## src/rtl/ram_stream_reader_pkg.sv

```systemverilog
`default_nettype none
// ============================================================================
// Module      : ram_stream_reader_pkg
// Description : Shared state encoding and buffer sizing for the RAM stream reader.
// Revision    : 1.0 - initial release
// ============================================================================
package ram_stream_reader_pkg;

    typedef enum logic [1:0] {
        ST_IDLE  = 2'd0,
        ST_RUN   = 2'd1,
        ST_DRAIN = 2'd2,
        ST_FIN   = 2'd3
    } state_t;

    localparam int c_BUF_DEPTH = 2;
    localparam int c_BUF_CNT_W = $clog2(c_BUF_DEPTH + 1);
    localparam int c_BUF_PTR_W = $clog2(c_BUF_DEPTH);

endpackage
`default_nettype wire

```

## src/rtl/ram_stream_skid_fifo.sv

```systemverilog
`default_nettype none
// ============================================================================
// Module      : ram_stream_skid_fifo
// Description : Two-entry push/pop buffer; head entry drives the stream output.
// Revision    : 1.0 - initial release
// ============================================================================
module ram_stream_skid_fifo
    import ram_stream_reader_pkg::*;
#(
    parameter int WIDTH = 32
) (
    input  logic                   clk,
    input  logic                   i_rst_n,
    input  logic                   i_push,
    input  logic [WIDTH-1:0]       i_push_data,
    input  logic                   i_pop,
    output logic [WIDTH-1:0]       o_head_data,
    output logic                   o_head_valid,
    output logic [c_BUF_CNT_W-1:0] o_count
);

    logic [WIDTH-1:0]       r_mem [0:c_BUF_DEPTH-1];
    logic [c_BUF_PTR_W-1:0] r_wr_ptr;
    logic [c_BUF_PTR_W-1:0] r_rd_ptr;
    logic [c_BUF_CNT_W-1:0] r_count;

    always_ff @(posedge clk or negedge i_rst_n) begin
        if (!i_rst_n) begin
            for (int i = 0; i < c_BUF_DEPTH; i++) begin
                r_mem[i] <= '0;
            end
            r_wr_ptr <= '0;
            r_rd_ptr <= '0;
            r_count  <= '0;
        end else begin
            if (i_push) begin
                r_mem[r_wr_ptr] <= i_push_data;
                r_wr_ptr        <= r_wr_ptr + 1'b1;
            end
            if (i_pop) begin
                r_rd_ptr <= r_rd_ptr + 1'b1;
            end
            // Simultaneous push and pop leaves occupancy unchanged.
            case ({i_push, i_pop})
                2'b10:   r_count <= r_count + c_BUF_CNT_W'(1);
                2'b01:   r_count <= r_count - c_BUF_CNT_W'(1);
                default: r_count <= r_count;
            endcase
        end
    end

    assign o_head_data  = r_mem[r_rd_ptr];
    assign o_head_valid = (r_count != '0);
    assign o_count      = r_count;

endmodule
`default_nettype wire

```

## src/rtl/ram_stream_reader.sv

```systemverilog
`default_nettype none
// ============================================================================
// Module      : ram_stream_reader
// Description : Reads a wrapping range of block-RAM words and streams them out.
// Revision    : 1.0 - initial release
// ============================================================================
module ram_stream_reader
    import ram_stream_reader_pkg::*;
#(
    parameter int WIDTH = 32,
    parameter int DEPTH = 10
) (
    input  logic             clk,
    input  logic             reset,
    input  logic             start,
    input  logic [31:0]      base,
    input  logic [31:0]      count,
    input  logic [31:0]      ram_length,
    output logic             busy,
    output logic             done,
    output logic             err,
    output logic [31:0]      ram_address,
    output logic [WIDTH-1:0] ram_din,
    output logic             ram_we,
    output logic             ram_oe,
    input  logic [WIDTH-1:0] ram_dout,
    output logic [WIDTH-1:0] m_data,
    output logic             m_valid,
    input  logic             m_ready
);

    localparam int c_OCC_W = c_BUF_CNT_W + 1;

    state_t                 r_state;
    logic [31:0]            r_addr;
    logic [31:0]            r_len;
    logic [31:0]            r_remaining;
    logic                   r_inflight;
    logic                   r_busy;
    logic                   r_done;
    logic                   r_err;

    logic                   w_pop;
    logic                   w_issue;
    logic                   w_drained;
    logic [31:0]            w_addr_inc;
    logic [c_BUF_CNT_W-1:0] w_buf_count;
    logic [c_BUF_CNT_W-1:0] w_left_after_pop;
    logic [c_OCC_W-1:0]     w_occupancy;

    ram_stream_skid_fifo #(
        .WIDTH (WIDTH)
    ) u_fifo (
        .clk          (clk),
        .i_rst_n      (reset),
        .i_push       (r_inflight),
        .i_push_data  (ram_dout),
        .i_pop        (w_pop),
        .o_head_data  (m_data),
        .o_head_valid (m_valid),
        .o_count      (w_buf_count)
    );

    assign w_pop = m_valid & m_ready;

    // Words already committed to the buffer after this cycle's pop, including the read in flight.
    assign w_occupancy      = {1'b0, w_buf_count} + c_OCC_W'(r_inflight) - c_OCC_W'(w_pop);
    assign w_issue          = (r_state == ST_RUN) && (r_remaining != 32'd0)
                              && (w_occupancy < c_OCC_W'(c_BUF_DEPTH));
    assign w_left_after_pop = w_buf_count - c_BUF_CNT_W'(w_pop);
    assign w_drained        = !r_inflight && (w_left_after_pop == '0);
    assign w_addr_inc       = r_addr + 32'd1;

    always_ff @(posedge clk or negedge reset) begin
        if (!reset) begin
            r_state     <= ST_IDLE;
            r_addr      <= '0;
            r_len       <= '0;
            r_remaining <= '0;
            r_inflight  <= 1'b0;
            r_busy      <= 1'b0;
            r_done      <= 1'b0;
            r_err       <= 1'b0;
        end else begin
            r_done     <= 1'b0;
            r_err      <= 1'b0;
            r_inflight <= w_issue;
            case (r_state)
                ST_IDLE: begin
                    if (start) begin
                        if (base >= ram_length) begin
                            r_state <= ST_FIN;
                            r_done  <= 1'b1;
                            r_err   <= 1'b1;
                        end else if (count == 32'd0) begin
                            r_state <= ST_FIN;
                            r_done  <= 1'b1;
                        end else begin
                            r_addr      <= base;
                            r_len       <= ram_length;
                            r_remaining <= count;
                            r_busy      <= 1'b1;
                            r_state     <= ST_RUN;
                        end
                    end
                end
                ST_RUN: begin
                    if (w_issue) begin
                        r_addr      <= (w_addr_inc == r_len) ? 32'd0 : w_addr_inc;
                        r_remaining <= r_remaining - 32'd1;
                        if (r_remaining == 32'd1) begin
                            r_state <= ST_DRAIN;
                        end
                    end
                end
                ST_DRAIN: begin
                    if (w_drained) begin
                        r_state <= ST_FIN;
                        r_busy  <= 1'b0;
                        r_done  <= 1'b1;
                    end
                end
                ST_FIN: begin
                    r_state <= ST_IDLE;
                end
                default: begin
                    r_state <= ST_IDLE;
                end
            endcase
        end
    end

    assign busy        = r_busy;
    assign done        = r_done;
    assign err         = r_err;
    assign ram_oe      = w_issue;
    assign ram_address = w_issue ? 32'(r_addr[DEPTH-1:0]) : 32'd0;
    assign ram_din     = '0;
    assign ram_we      = 1'b0;

endmodule
`default_nettype wire

```

## config.mk

```make
export PLATFORM = sky130hd
export DESIGN_NAME = ram_stream_reader
export DESIGN_NICKNAME = d
export VERILOG_FILES = /design/src/rtl/ram_stream_reader_pkg.sv /design/src/rtl/ram_stream_skid_fifo.sv /design/src/rtl/ram_stream_reader.sv
export SDC_FILE = /design/constraint.sdc
export NUM_CORES = 1
export LEC_CHECK = 0
export BUFFER_PORTS_ARGS = -buffer_cell sky130_fd_sc_hd__buf_2
export CAP_MARGIN = 20
export CORE_ASPECT_RATIO = 2
export CORE_MARGIN = 5
export CORE_UTILIZATION = 51
export CTS_CLUSTER_SIZE = 14
export DETAILED_ROUTE_END_ITERATION = 8
export PLACE_DENSITY = 0.88
export RECOVER_POWER = 100
export SYNTH_ARGS = -nofsm -noshare
export SYNTH_HDL_FRONTEND = slang
export SYNTH_HIERARCHICAL = 1
export SYNTH_SLANG_ARGS = --single-unit
```

## constraint.sdc

```tcl
create_clock -name clk -period 3.5 [get_ports clk]
set_input_delay 0.7 -clock clk [delete_from_list [all_inputs] [get_ports clk]]
set_output_delay 0.7 -clock clk [all_outputs]
set_load 0.005 [all_outputs]
```

==> impl_metrics.prom, run 1 <==
# TYPE chip_impl_metric gauge
chip_impl_metric{name="clock_insertion_delay_worst_skew",unit="ps"} 450
chip_impl_metric{name="max_stage_delay",unit="ps"} 520
chip_impl_metric{name="initial_core_util",unit="%"} 51.64
chip_impl_info{name="r2r-start",value="r_remaining[11]"} 1
chip_impl_metric{name="grt_max_degree",unit=""} 78
chip_impl_info{name="crit_chain",value="or2_4 -> and2_4 -> ha_4 -> nand2b_4 -> fa_2 -> o2111a_2 -> clkbuf_16 -> and2_4 -> buf_6"} 1
chip_impl_info{name="cp-end-kind",value="output port"} 1
chip_impl_metric{name="routed_via_density",unit=""} 6.138
chip_impl_info{name="root_buffer",value="sky130_fd_sc_hd__clkbuf_16"} 1
chip_impl_metric{name="row_count",unit=""} 77
chip_impl_metric{name="critPathBufInv",unit=""} 2
chip_impl_metric{name="cts_max_level",unit=""} 4
chip_impl_metric{name="floorplan.die_area",unit="sq um"} 25710
chip_impl_metric{name="multi_input_gate_area",unit="sq um"} 6482
chip_impl_info{name="cts_tree",value="yes"} 1
chip_impl_info{name="min_from",value="u_fifo/r_rd_ptr"} 1
chip_impl_info{name="hold_path_end",value="u_fifo/r_rd_ptr"} 1
chip_impl_metric{name="wire_per_inst",unit="um"} 19.75
chip_impl_metric{name="setup_tns",unit="ps"} 0
chip_impl_metric{name="synth_area",unit="sq um"} 11440
chip_impl_metric{name="pwr_density_cell",unit="nW/um^2"} 946.1
chip_impl_metric{name="clock.fmax",unit="MHz"} 286.8
chip_impl_metric{name="required",unit="ps"} 2800
chip_impl_metric{name="first_global_vias",unit=""} 10693
chip_impl_metric{name="cts.path.max_buffers",unit=""} 2
chip_impl_metric{name="chip_width",unit="um"} 115.9
chip_impl_metric{name="global_route_wire_length_before_repair",unit="um"} 52700
chip_impl_metric{name="layout_worst_path_cycle_share",unit="%"} 99.62
chip_impl_metric{name="timing.critical_path.fanout_max",unit=""} 6
chip_impl_info{name="critical_path.reg2reg.endpoint",value="r_remaining[28]"} 1
chip_impl_metric{name="finish.net_count",unit=""} 1580
chip_impl_info{name="critical-path-slowest-cell",value="sky130_fd_sc_hd__fa_2"} 1
chip_impl_metric{name="final.setup_skew",unit="ps"} 9.770
chip_impl_info{name="worst_path_most_repeated_cell",value="sky130_fd_sc_hd__and2_4"} 1
chip_impl_metric{name="clkSlewWorstSetupHoldPaths",unit="ps"} 70
chip_impl_metric{name="ff2ff_setup_slack",unit="ps"} 100
chip_impl_metric{name="hpwl",unit="um"} 25050
chip_impl_metric{name="synth_area_per_cell",unit="sq um"} 9.449
chip_impl_info{name="violations",value="max-capacitance violations, max-slew violations"} 1
chip_impl_metric{name="overflow",unit=""} 0
chip_impl_metric{name="drt_drc",unit=""} 0
chip_impl_metric{name="post_cts_hold_buffer_count",unit=""} 0
chip_impl_metric{name="via_count",unit=""} 10417
chip_impl_metric{name="hold_viol",unit=""} 0
chip_impl_info{name="status",value="finished, violations left"} 1
chip_impl_info{name="synth_ff_type",value="sky130_fd_sc_hd__dfrtp_1"} 1
chip_impl_metric{name="yosys_register_bits",unit=""} 170
chip_impl_metric{name="worst-slew-pin-transition",unit="ps"} 2713
chip_impl_metric{name="drt_wl_total",unit="um"} 33510
chip_impl_metric{name="ys_async_sr_fraction",unit="%"} 100.0
chip_impl_metric{name="rr_worst_depth",unit=""} 12
chip_impl_metric{name="yosys_warnings",unit=""} 6
chip_impl_metric{name="arrival",unit="ps"} 2790
chip_impl_metric{name="route.antenna.remaining_nets",unit=""} 0
chip_impl_metric{name="track_usage",unit="%"} 25.87
chip_impl_info{name="path_delay_family",value="adder cells"} 1
chip_impl_info{name="min_delay_path_class",value="register to register"} 1
chip_impl_metric{name="cap_viol_max_count",unit=""} 1
chip_impl_info{name="grt_setup_unrepaired",value="true"} 1
chip_impl_metric{name="port_buffers",unit=""} 178
chip_impl_metric{name="area_growth_syn_to_layout",unit="%"} 17.88
chip_impl_metric{name="setup_viol_count_final",unit=""} 0
chip_impl_metric{name="grt_antenna_before_repair",unit=""} 1
chip_impl_metric{name="final-seq-area",unit="sq um"} 4254
chip_impl_metric{name="core_region_area",unit="sq um"} 22160
chip_impl_metric{name="worstHoldPathCells",unit=""} 1
chip_impl_metric{name="die_y",unit="um"} 221.8
chip_impl_metric{name="report.final.slew_viol_count",unit=""} 53
chip_impl_metric{name="nFillCells",unit=""} 1879
chip_impl_metric{name="yosys.cell_types.count",unit=""} 80
chip_impl_metric{name="finalPower",unit="uW"} 12760
chip_impl_info{name="timing.critical_path.from_type",value="register"} 1
chip_impl_metric{name="synth_enable_flop_cells",unit=""} 0
chip_impl_metric{name="synthesis.instances",unit=""} 1211
chip_impl_metric{name="final_layout_size_suffix_gt1_share",unit="%"} 32.32
chip_impl_metric{name="power.static_leakage",unit="uW"} 0.005938
chip_impl_info{name="criticalPathCategory",value="register to output port"} 1
chip_impl_metric{name="slew_headroom",unit="%"} -80.87
chip_impl_info{name="final_cell_mix",value="sky130_fd_sc_hd__dfrtp_1, sky130_fd_sc_hd__buf_2, sky130_fd_sc_hd__mux2_2"} 1
chip_impl_metric{name="tritoncts_num_sinks",unit=""} 170
chip_impl_metric{name="drt-initial-drc-count",unit=""} 752
chip_impl_metric{name="min_period",unit="ps"} 3487
chip_impl_metric{name="numCtsBuffers",unit=""} 17
chip_impl_metric{name="max_vdd_drop",unit="mV"} 0.5570
chip_impl_metric{name="globalplace.congestion",unit=""} 0.9774
chip_impl_metric{name="boundaryPins",unit=""} 234
chip_impl_metric{name="detailedRoute.firstPassIterationCount",unit=""} 6
chip_impl_metric{name="synth.yosys.seq_area_share",unit="%"} 37.18
==> stage by stage <==
step	instance area (sq um)	hold slack, ps	setup WS [ps]	std cells	utilization (%)
after CTS	13410	229.0	-23.82	1692	60.51
after global placement	12700	459.8	92.36	1652	57.31
after detailed placement	12700	478.5	49.57	1652	57.31
final	13490	487.2	13.21	1697	60.87
after floorplan	11640	404.4	116.2	1265	-
after global routing	13490	483.8	-32.67	1696	60.86
==> worst reg2reg max path, delay by kind of cell (launching register included) <==
kind / cells / cell delay (ps)
and+or+nand+nor: 3 / 1100
AOI/OAI and AO/OA: 5 / 1060
buffers and inverters: 4 / 720
DFF: 1 / 410
==> timing repair <==
action                                  in CTS  in global routing
resized for setup                           16                 11
setup buffers                                7                  4
cloned                                       1                  0
pin swaps                                    9                  4
endpoints found under the setup margin      14                 38
==> power by group <==
group,switching [uW],total (uW),internal (uW)
registers,956,3950,3000
clock network,870,1860,994
logic,3660,6950,3290
==> cell usage after synthesis (11+ instances only) <==
cell	number	area [sq um]
sky130_fd_sc_hd__a211oi_1	13	97.59
sky130_fd_sc_hd__a21oi_1	61	305.3
sky130_fd_sc_hd__and2_1	16	100.1
sky130_fd_sc_hd__and3_1	21	131.4
sky130_fd_sc_hd__buf_2	27	135.1
sky130_fd_sc_hd__buf_4	59	442.9
sky130_fd_sc_hd__clkbuf_1	41	153.9
sky130_fd_sc_hd__dfrtp_1	170	4254
sky130_fd_sc_hd__ha_1	40	500.5
sky130_fd_sc_hd__inv_1	51	191.4
sky130_fd_sc_hd__mux2_2	123	1385
sky130_fd_sc_hd__mux2i_1	11	110.1
sky130_fd_sc_hd__nand2_1	96	360.4
sky130_fd_sc_hd__nand2b_1	11	68.82
sky130_fd_sc_hd__nand3_1	82	410.4
sky130_fd_sc_hd__nand4_1	32	200.2
sky130_fd_sc_hd__nor2_1	38	142.6
sky130_fd_sc_hd__nor3_1	32	160.2
sky130_fd_sc_hd__nor4_1	23	143.9
sky130_fd_sc_hd__o21ai_0	28	140.1
sky130_fd_sc_hd__o21ai_1	16	80.08
sky130_fd_sc_hd__xnor2_1	29	254.0
sky130_fd_sc_hd__xor2_1	18	157.7
==> cells by family after synthesis <==
logic type | synth area share [%]
AO/OA/AOI/OAI | 13.05
XOR/XNOR | 3.598
adder cells (fa/ha/maj) | 4.549
buffers and inverters | 8.737
flip-flops | 37.18
multiplexers | 13.46
other | 0.03277
AND/OR/NAND/NOR | 19.40
==> cell type report <==
cell class	instances	area share (%)
multi-input cells	907	48.06
flip-flops and latches	170	31.54
repair buffers	260	12.21
clock buffers	18	3.182
well taps	276	2.560
inverters	51	1.419
clock inverters	14	1.011
diodes	1	0.01855
==> worst max path at each step <==
stage | startpoint | end | slack, ps | cells after the start
after floorplan | u_fifo/o_count[1] | r_addr[13] | 120 | 12
after global placement | r_addr[0] | r_addr[2] | 90 | 12
after detailed placement | r_addr[0] | r_addr[14] | 50 | 12
after CTS | u_fifo/o_count[1] | ram_address[0] | -20 | 9
after global routing | u_fifo/o_count[1] | ram_address[4] | -30 | 9
final | u_fifo/o_count[1] | ram_address[4] | 10 | 9
==> per-layer routing <==
layer	part of all wire [%]	GRT usage, %
met2	52	45.23
met4	8.6	20.46
met1	33	26.04
met3	6.4	4.644
met5	0	0
==> registers in the layout, summed over array words and instances (netlist names) <==
register         flops
u_fifo/r_mem        64
u_fifo/r_wr_ptr      1
r_remaining         32
r_state              2
r_inflight           1
done                 1
u_fifo/r_rd_ptr      1
r_addr              32
r_len               32
u_fifo/o_count       2
err                  1
busy                 1
(Power assumes the default switching activity.)
==> run 2: changes to the inputs <==
CORE_UTILIZATION = 55   (was 51)
PLACE_DENSITY = 0.9   (was 0.88)
SYNTH_HIERARCHICAL = default   (was 1)
clock period = 3.4 ns   (was 3.5 ns; I/O delays follow)
==> run 2 against run 1 <==
The flow finishes with violations (max-capacitance violations, max-slew violations, negative setup slack). Largest power group unchanged. Non-clock buffer count up 29. Clock power up 17%. Critical path depth down 2. Wire length down 1.9%.
==> impl_metrics.prom, run 2 <==
# TYPE chip_impl_metric gauge
chip_impl_metric{name="total_switching_power",unit="uW"} 4975
chip_impl_info{name="timing.critical_path.from_type",value="register"} 1
chip_impl_metric{name="timing.critical_path.fanout_max",unit=""} 10
chip_impl_metric{name="largest_register_ffs",unit=""} 64
chip_impl_metric{name="chip_width",unit="um"} 110.3
chip_impl_info{name="synth_ff_type",value="sky130_fd_sc_hd__dfrtp_1"} 1
chip_impl_metric{name="stdcell_count",unit=""} 1691
chip_impl_info{name="hold_path_end",value="u_fifo.r_rd_ptr"} 1
chip_impl_info{name="cts_tree",value="yes"} 1
chip_impl_info{name="cp-end-kind",value="output port"} 1
chip_impl_metric{name="arrival",unit="ps"} 2950
chip_impl_metric{name="hold-worst-slack",unit="ps"} 474.9
chip_impl_metric{name="clock_insertion_delay_worst_skew",unit="ps"} 440
chip_impl_metric{name="overflow",unit=""} 0
chip_impl_metric{name="tritoncts_num_sinks",unit=""} 170
chip_impl_metric{name="slew_headroom",unit="%"} -29.76
chip_impl_metric{name="synth.yosys.seq_area_share",unit="%"} 38.44
chip_impl_info{name="violations",value="max-capacitance violations, max-slew violations, negative setup slack"} 1
chip_impl_metric{name="detailedRoute.firstPassIterationCount",unit=""} 6
chip_impl_metric{name="clock.fmax",unit="MHz"} 275.7
chip_impl_metric{name="worst-slew-pin-transition",unit="ps"} 1946
chip_impl_metric{name="synth_area",unit="sq um"} 11070
chip_impl_metric{name="yosys_warnings",unit=""} 0
chip_impl_metric{name="setup_viol_count_final",unit=""} 11
chip_impl_metric{name="track_usage",unit="%"} 27.73
chip_impl_metric{name="wire_per_inst",unit="um"} 19.45
chip_impl_metric{name="ff2ff_setup_slack",unit="ps"} 10
chip_impl_metric{name="synth_enable_flop_cells",unit=""} 0
chip_impl_metric{name="final.setup_skew",unit="ps"} 9.243
chip_impl_metric{name="post_cts_hold_buffer_count",unit=""} 0
chip_impl_metric{name="global_route_wire_length_before_repair",unit="um"} 50510
chip_impl_metric{name="yosysTopAreaCellShare",unit="%"} 38.44
chip_impl_metric{name="required",unit="ps"} 2720
chip_impl_metric{name="cap_viol_max_count",unit=""} 3
chip_impl_metric{name="final_layout_size_suffix_gt1_share",unit="%"} 33.45
chip_impl_info{name="synth_common_cells",value="sky130_fd_sc_hd__dfrtp_1, sky130_fd_sc_hd__mux2_2, sky130_fd_sc_hd__nand2_1, sky130_fd_sc_hd__a21oi_1, sky130_fd_sc_hd__o21ai_0"} 1
chip_impl_metric{name="yosys_register_bits",unit=""} 170
chip_impl_metric{name="worstHoldPathCells",unit=""} 1
chip_impl_metric{name="sequentialPowerShare",unit="%"} 30.4
chip_impl_metric{name="rr_worst_depth",unit=""} 10
chip_impl_metric{name="grt_antenna_before_repair",unit=""} 5
chip_impl_info{name="root_buffer",value="sky130_fd_sc_hd__clkbuf_16"} 1
chip_impl_metric{name="synthesis.instances",unit=""} 1170
chip_impl_metric{name="area_growth_syn_to_layout",unit="%"} 22.00
chip_impl_metric{name="max_vdd_drop",unit="mV"} 0.5356
chip_impl_metric{name="finalPower",unit="uW"} 12630
chip_impl_metric{name="cts_max_level",unit=""} 4
chip_impl_metric{name="placed_cells_incl_taps",unit=""} 1649
chip_impl_metric{name="finish.net_count",unit=""} 1586
chip_impl_metric{name="internal-power",unit="uW"} 7659
chip_impl_metric{name="row_count",unit=""} 73
chip_impl_info{name="yosys-top-cells-area",value="sky130_fd_sc_hd__dfrtp_1, sky130_fd_sc_hd__mux2_2, sky130_fd_sc_hd__ha_1"} 1
chip_impl_metric{name="clkPwrFrac",unit="%"} 17.2
chip_impl_metric{name="drt_drc",unit=""} 0
chip_impl_metric{name="p_sw_share",unit="%"} 39.38
chip_impl_info{name="critical_path.reg2reg.endpoint",value="r_addr[8]"} 1
chip_impl_metric{name="yosys.cell_types.count",unit=""} 65
chip_impl_metric{name="setup_tns",unit="ps"} -2184
chip_impl_info{name="min_from",value="u_fifo.r_rd_ptr"} 1
chip_impl_metric{name="drt-initial-drc-count",unit=""} 742
chip_impl_metric{name="core_region_area",unit="sq um"} 19820
chip_impl_info{name="min_delay_path_class",value="register to register"} 1
chip_impl_metric{name="grt_max_degree",unit=""} 75
chip_impl_metric{name="synth_area_per_cell",unit="sq um"} 9.460
chip_impl_info{name="yosys.cell_count.top_type",value="sky130_fd_sc_hd__dfrtp_1"} 1
chip_impl_info{name="r2r-start",value="r_remaining[29]"} 1
chip_impl_info{name="status",value="finished, violations left"} 1
chip_impl_metric{name="hpwl",unit="um"} 24420
chip_impl_metric{name="floorplan.die_area",unit="sq um"} 23230
chip_impl_info{name="criticalPathCategory",value="register to output port"} 1
chip_impl_metric{name="die_y",unit="um"} 210.6
chip_impl_info{name="grt_setup_unrepaired",value="true"} 1
chip_impl_info{name="post-synth-top-area-cell",value="sky130_fd_sc_hd__dfrtp_1"} 1
chip_impl_metric{name="power.static_leakage",unit="uW"} 0.006191
chip_impl_metric{name="pwr-share-comb",unit="%"} 52.4
chip_impl_metric{name="final.setup.worst_slack",unit="ps"} -227.1
chip_impl_metric{name="pwr_density_cell",unit="nW/um^2"} 935.6
chip_impl_metric{name="globalplace.congestion",unit=""} 0.9777
chip_impl_metric{name="first_global_vias",unit=""} 10377
chip_impl_metric{name="routed_via_density",unit=""} 6.074
chip_impl_metric{name="initial_core_util",unit="%"} 55.84
chip_impl_metric{name="route.antenna.remaining_nets",unit=""} 0
chip_impl_metric{name="boundaryPins",unit=""} 234
chip_impl_metric{name="hold_viol",unit=""} 0
chip_impl_metric{name="layout_worst_path_cycle_share",unit="%"} 106.7
chip_impl_info{name="regMostFlops",value="u_fifo.r_mem"} 1
chip_impl_metric{name="ys_async_sr_fraction",unit="%"} 100.0
chip_impl_metric{name="report.final.slew_viol_count",unit=""} 141
chip_impl_metric{name="drt_wl_total",unit="um"} 32880
chip_impl_metric{name="clkSlewWorstSetupHoldPaths",unit="ps"} 60
chip_impl_metric{name="port_buffers",unit=""} 178
chip_impl_metric{name="min_period",unit="ps"} 3627
chip_impl_info{name="final_cell_mix",value="sky130_fd_sc_hd__buf_2, sky130_fd_sc_hd__dfrtp_1, sky130_fd_sc_hd__mux2_2"} 1
chip_impl_metric{name="numCtsBuffers",unit=""} 17
chip_impl_metric{name="cts.path.max_buffers",unit=""} 2
chip_impl_info{name="layout_commonest_cell",value="sky130_fd_sc_hd__buf_2"} 1
chip_impl_metric{name="via_count",unit=""} 10271
==> run 2: power groups by stage <==
stage / logic [uW] / clock network [uW] / registers [uW]
2_1_floorplan: 4250 / 0 / 3640
4_1_cts: 6260 / 2210 / 3810
6_report: 6620 / 2170 / 3850
3_3_place_gp: 5980 / 0 / 3760
5_1_grt: 7180 / 2290 / 3960
3_5_place_dp: 6180 / 0 / 3840
==> run 2: through the flow <==
step | area (sq um) | setup slack (ps) | utilization [%]
after floorplan | 11270 | 116.3 | -
after global placement | 12670 | -121.5 | 63.93
after detailed placement | 12670 | -138.9 | 63.93
after CTS | 13370 | -250.0 | 67.48
after global routing | 13500 | -320.2 | 68.13
final | 13500 | -227.1 | 68.13
==> run 2: logic make-up after synthesis <==
logic type | synth area share [%]
DFF | 38.44
muxes | 13.58
AOI/OAI and AO/OA | 13.90
buffers and inverters | 8.094
and+or+nand+nor | 17.30
other | 0.03388
xor gates and xnor gates | 3.957
adders and majority gates | 4.703
==> run 2: layout make-up <==
class                           count  area (sq um)
Timing Repair Buffer              289          1868
Inverter                           49         183.9
Clock inverter                     10         188.9
Multi-Input combinational cell    886          6208
Fill cell                        1571          6317
Antenna cell                        3         7.507
Tap cell                          262         327.8
Clock buffer                       22         464.2
Sequential cell                   170          4254
==> run 2: critical path: stages, from the launching register on <==
cell and delay, ps:
sky130_fd_sc_hd__dfrtp_1 410, sky130_fd_sc_hd__or4_4 550, sky130_fd_sc_hd__or2_2 310, sky130_fd_sc_hd__or4_4 530, sky130_fd_sc_hd__o2111a_2 300, sky130_fd_sc_hd__buf_6 140
sky130_fd_sc_hd__and2_1 150, sky130_fd_sc_hd__buf_2 130
==> run 2: worst max-delay path by stage <==
stage	start	end	slack [ps]	cells past startpoint
floorplan	r_addr[0]	r_addr[20]	120	12
global placement	base[22]	r_addr[20]	-120	11
detailed placement	base[22]	r_len[13]	-140	12
CTS	r_remaining[22]	ram_address[8]	-250	7
global route	u_fifo.o_count[1]	ram_address[8]	-320	10
finish	r_remaining[29]	ram_address[4]	-230	7
==> run 2: what timing repair did <==
item	in CTS	in global routing
setup endpoints to repair	11	45
pin swaps	5	4
gates resized for setup	12	18
buffers inserted	1	2
hold endpoints to repair	0	0
gates cloned	0	4
==> run 2: metal layers <==
layer	share of wire [%]	vias to the layer above	GRT usage [%]	routed length (um)
met5	0.079	-	0	26
met4	6.5	4	16.96	2149
met3	7.5	171	5.323	2457
met2	52	560	49.75	17160
met1	34	4901	28.93	11090
li1	-	4635	-	-
==> run 3: changes to the inputs <==
RECOVER_POWER = 25   (was 100)
==> run 3 against run 2 <==
The flow still finishes with violations (max-capacitance violations, max-slew violations, negative setup slack). Non-clock buffer count is the same. Maximum frequency shrank 0.13%. Sequential cell count is the same. Clock skew shrank 1.8 ps. Power is essentially flat. Largest cell class unchanged. First-iteration DRC count shrank 2.4%. Via count shrank 0.54%.
==> impl_metrics.prom, run 3 (synthesis results as in run 2) <==
# TYPE chip_impl_metric gauge
chip_impl_info{name="critical-path-slowest-cell",value="sky130_fd_sc_hd__or4_4"} 1
chip_impl_metric{name="clock_insertion_delay_worst_skew",unit="ps"} 440
chip_impl_metric{name="via_count",unit=""} 10216
chip_impl_metric{name="stdcell_count",unit=""} 1691
chip_impl_metric{name="chip_width",unit="um"} 110.3
chip_impl_metric{name="port_buffers",unit=""} 178
chip_impl_metric{name="internal-power",unit="uW"} 7663
chip_impl_metric{name="initial_core_util",unit="%"} 55.84
chip_impl_metric{name="route.antenna.remaining_nets",unit=""} 0
chip_impl_metric{name="tritoncts_num_sinks",unit=""} 170
chip_impl_metric{name="rr_worst_depth",unit=""} 10
chip_impl_info{name="crit_chain",value="or4_4 -> or2_2 -> or4_4 -> o2111a_2 -> buf_6 -> and2_1 -> buf_2"} 1
chip_impl_metric{name="pwr-share-comb",unit="%"} 52.4
chip_impl_metric{name="slew_headroom",unit="%"} -32.39
chip_impl_metric{name="multi_input_gate_area",unit="sq um"} 6216
chip_impl_metric{name="wire_per_inst",unit="um"} 19.47
chip_impl_metric{name="final-seq-area",unit="sq um"} 4254
chip_impl_metric{name="grt_max_degree",unit=""} 75
chip_impl_info{name="setup.worst_path.start",value="r_remaining[29]"} 1
chip_impl_metric{name="drt_wl_total",unit="um"} 32920
chip_impl_info{name="violations",value="max-capacitance violations, max-slew violations, negative setup slack"} 1
chip_impl_info{name="layout_commonest_cell",value="sky130_fd_sc_hd__buf_2"} 1
chip_impl_metric{name="max_stage_delay",unit="ps"} 550
chip_impl_metric{name="global_route_wire_length_before_repair",unit="um"} 50510
chip_impl_metric{name="placed_cells_incl_taps",unit=""} 1649
chip_impl_metric{name="clock.fmax",unit="MHz"} 275.3
chip_impl_metric{name="largest_register_ffs",unit=""} 64
chip_impl_info{name="min_from",value="u_fifo.r_rd_ptr"} 1
chip_impl_metric{name="first_global_vias",unit=""} 10377
chip_impl_metric{name="routed_via_density",unit=""} 6.041
chip_impl_info{name="min_delay_path_class",value="register to register"} 1
chip_impl_metric{name="max_vdd_drop",unit="mV"} 0.5396
chip_impl_metric{name="total_switching_power",unit="uW"} 4980
chip_impl_metric{name="row_count",unit=""} 73
chip_impl_info{name="timing.critical_path.from_type",value="register"} 1
chip_impl_metric{name="grt_antenna_before_repair",unit=""} 5
chip_impl_metric{name="drt_drc",unit=""} 0
chip_impl_metric{name="area_growth_syn_to_layout",unit="%"} 22.20
chip_impl_metric{name="track_usage",unit="%"} 27.73
chip_impl_metric{name="globalplace.congestion",unit=""} 0.9777
chip_impl_info{name="root_buffer",value="sky130_fd_sc_hd__clkbuf_16"} 1
chip_impl_info{name="cts_tree",value="yes"} 1
chip_impl_info{name="regMostFlops",value="u_fifo.r_mem"} 1
chip_impl_metric{name="hpwl",unit="um"} 24420
chip_impl_metric{name="cts.path.max_buffers",unit=""} 2
chip_impl_metric{name="detailedRoute.firstPassIterationCount",unit=""} 6
chip_impl_metric{name="timing.critical_path.fanout_max",unit=""} 10
chip_impl_metric{name="required",unit="ps"} 2720
chip_impl_metric{name="finish.net_count",unit=""} 1586
chip_impl_metric{name="cts_max_level",unit=""} 4
chip_impl_metric{name="floorplan.die_area",unit="sq um"} 23230
chip_impl_metric{name="post_cts_hold_buffer_count",unit=""} 0
chip_impl_metric{name="core_region_area",unit="sq um"} 19820
chip_impl_metric{name="report.final.slew_viol_count",unit=""} 75
chip_impl_metric{name="clkPwrFrac",unit="%"} 17.2
chip_impl_info{name="cp-end-kind",value="output port"} 1
chip_impl_metric{name="clkSlewWorstSetupHoldPaths",unit="ps"} 70
chip_impl_metric{name="hold_viol",unit=""} 0
chip_impl_info{name="status",value="finished, violations left"} 1
chip_impl_metric{name="sequentialPowerShare",unit="%"} 30.5
chip_impl_metric{name="boundaryPins",unit=""} 234
chip_impl_info{name="grt_setup_unrepaired",value="true"} 1
chip_impl_metric{name="min_period",unit="ps"} 3632
chip_impl_metric{name="final.setup_skew",unit="ps"} 7.486
chip_impl_info{name="criticalPathCategory",value="register to output port"} 1
chip_impl_metric{name="worst-slew-pin-transition",unit="ps"} 1986
chip_impl_metric{name="setup_viol_count_final",unit=""} 11
chip_impl_metric{name="final.setup.worst_slack",unit="ps"} -231.8
chip_impl_metric{name="arrival",unit="ps"} 2950
chip_impl_info{name="final_cell_mix",value="sky130_fd_sc_hd__buf_2, sky130_fd_sc_hd__dfrtp_1, sky130_fd_sc_hd__mux2_2"} 1
chip_impl_info{name="worst_path_most_repeated_cell",value="sky130_fd_sc_hd__or4_4"} 1
chip_impl_metric{name="drt-initial-drc-count",unit=""} 724
chip_impl_metric{name="final_layout_size_suffix_gt1_share",unit="%"} 33.80
chip_impl_info{name="r2r-start",value="r_remaining[29]"} 1
chip_impl_metric{name="layout_worst_path_cycle_share",unit="%"} 106.8
chip_impl_metric{name="power.static_leakage",unit="uW"} 0.006210
chip_impl_metric{name="worstHoldPathCells",unit=""} 1
chip_impl_metric{name="overflow",unit=""} 0
chip_impl_metric{name="p_sw_share",unit="%"} 39.39
chip_impl_metric{name="pwr_density_cell",unit="nW/um^2"} 934.8
chip_impl_metric{name="hold-worst-slack",unit="ps"} 474.7
chip_impl_metric{name="numCtsBuffers",unit=""} 17
chip_impl_metric{name="die_y",unit="um"} 210.6
chip_impl_metric{name="cap_viol_max_count",unit=""} 1
chip_impl_metric{name="nFillCells",unit=""} 1568
run 3: cell types whose count changed in the layout (fill, tap and decap cells not counted):
cell                       previous run  this run
sky130_fd_sc_hd__nor2_4               0         1
sky130_fd_sc_hd__clkbuf_1             7         3
sky130_fd_sc_hd__clkbuf_2             4         2
sky130_fd_sc_hd__and2_0               2         1
sky130_fd_sc_hd__buf_2              172       174
sky130_fd_sc_hd__and2_4               6         7
sky130_fd_sc_hd__buf_4               92        97
sky130_fd_sc_hd__clkbuf_4             1         0
sky130_fd_sc_hd__nor2_2               1         0
run 3: layer usage:
layer	vias to the layer above	share of wire, %	GRT usage, %
li1	4624	-	-
met1	4840	34	28.93
met2	575	52	49.75
met3	173	7.7	5.323
met4	4	6.7	16.96
met5	-	0.097	0
run 3: what timing repair did:
item,CTS,global route
gates resized for setup,12,18
endpoints found under the hold margin,0,0
setup buffers,1,2
pin swaps,5,4
gates cloned,0,4
setup endpoints to repair,11,45
run 3: critical path, delay by kind of cell (launching register included):
kind                   cells  cell delay [ps]
flip-flops                 1              410
AND/OR/NAND/NOR            4             1540
AO/OA/AOI/OAI              1              300
buffers and inverters      2              280
run 3: worst paths after layout:
| kind | end | slack [ps] |
|---|---|---|
| worst max-delay path | ram_address[4] | -230 |
| worst min-delay path | u_fifo.r_rd_ptr | 470 |
| worst max register to register | r_addr[8] | 10 |
| worst min register to register | u_fifo.r_rd_ptr | 470 |
| max in group asynchronous | r_len[5] | 440 |
| min in group asynchronous | r_len[19] | 800 |
run 3: per-stage QoR:
step	setup TNS (ps)	util (%)	setup slack, ps	power [uW]	cell area, sq um
6_report	-2235	68.24	-231.8	12640	13530
4_1_cts	-2363	67.48	-250.0	12280	13370
3_3_place_gp	-6576	63.93	-121.5	9738	12670
3_5_place_dp	-7695	63.93	-138.9	10020	12670
5_1_grt	-6122	68.24	-301.3	13430	13530
2_1_floorplan	0	-	116.3	7890	11270
run 3: cell type report:
class	count	area share (%)
inverter	49	1.360
clock buffer	22	3.432
sequential	170	31.45
antenna	3	0.05550
tap	262	2.424
timing repair buffer	289	13.92
clock inverter	10	1.397
multi-input combinational	886	45.96
run 3: power by group through the flow:
| stage | clock, uW | sequential, uW | combinational [uW] |
|---|---|---|---|
| floorplan | 0 | 3640 | 4250 |
| global placement | 0 | 3760 | 5980 |
| detailed placement | 0 | 3840 | 6180 |
| CTS | 2210 | 3810 | 6260 |
| global route | 2290 | 3960 | 7180 |
| finish | 2170 | 3850 | 6620 |
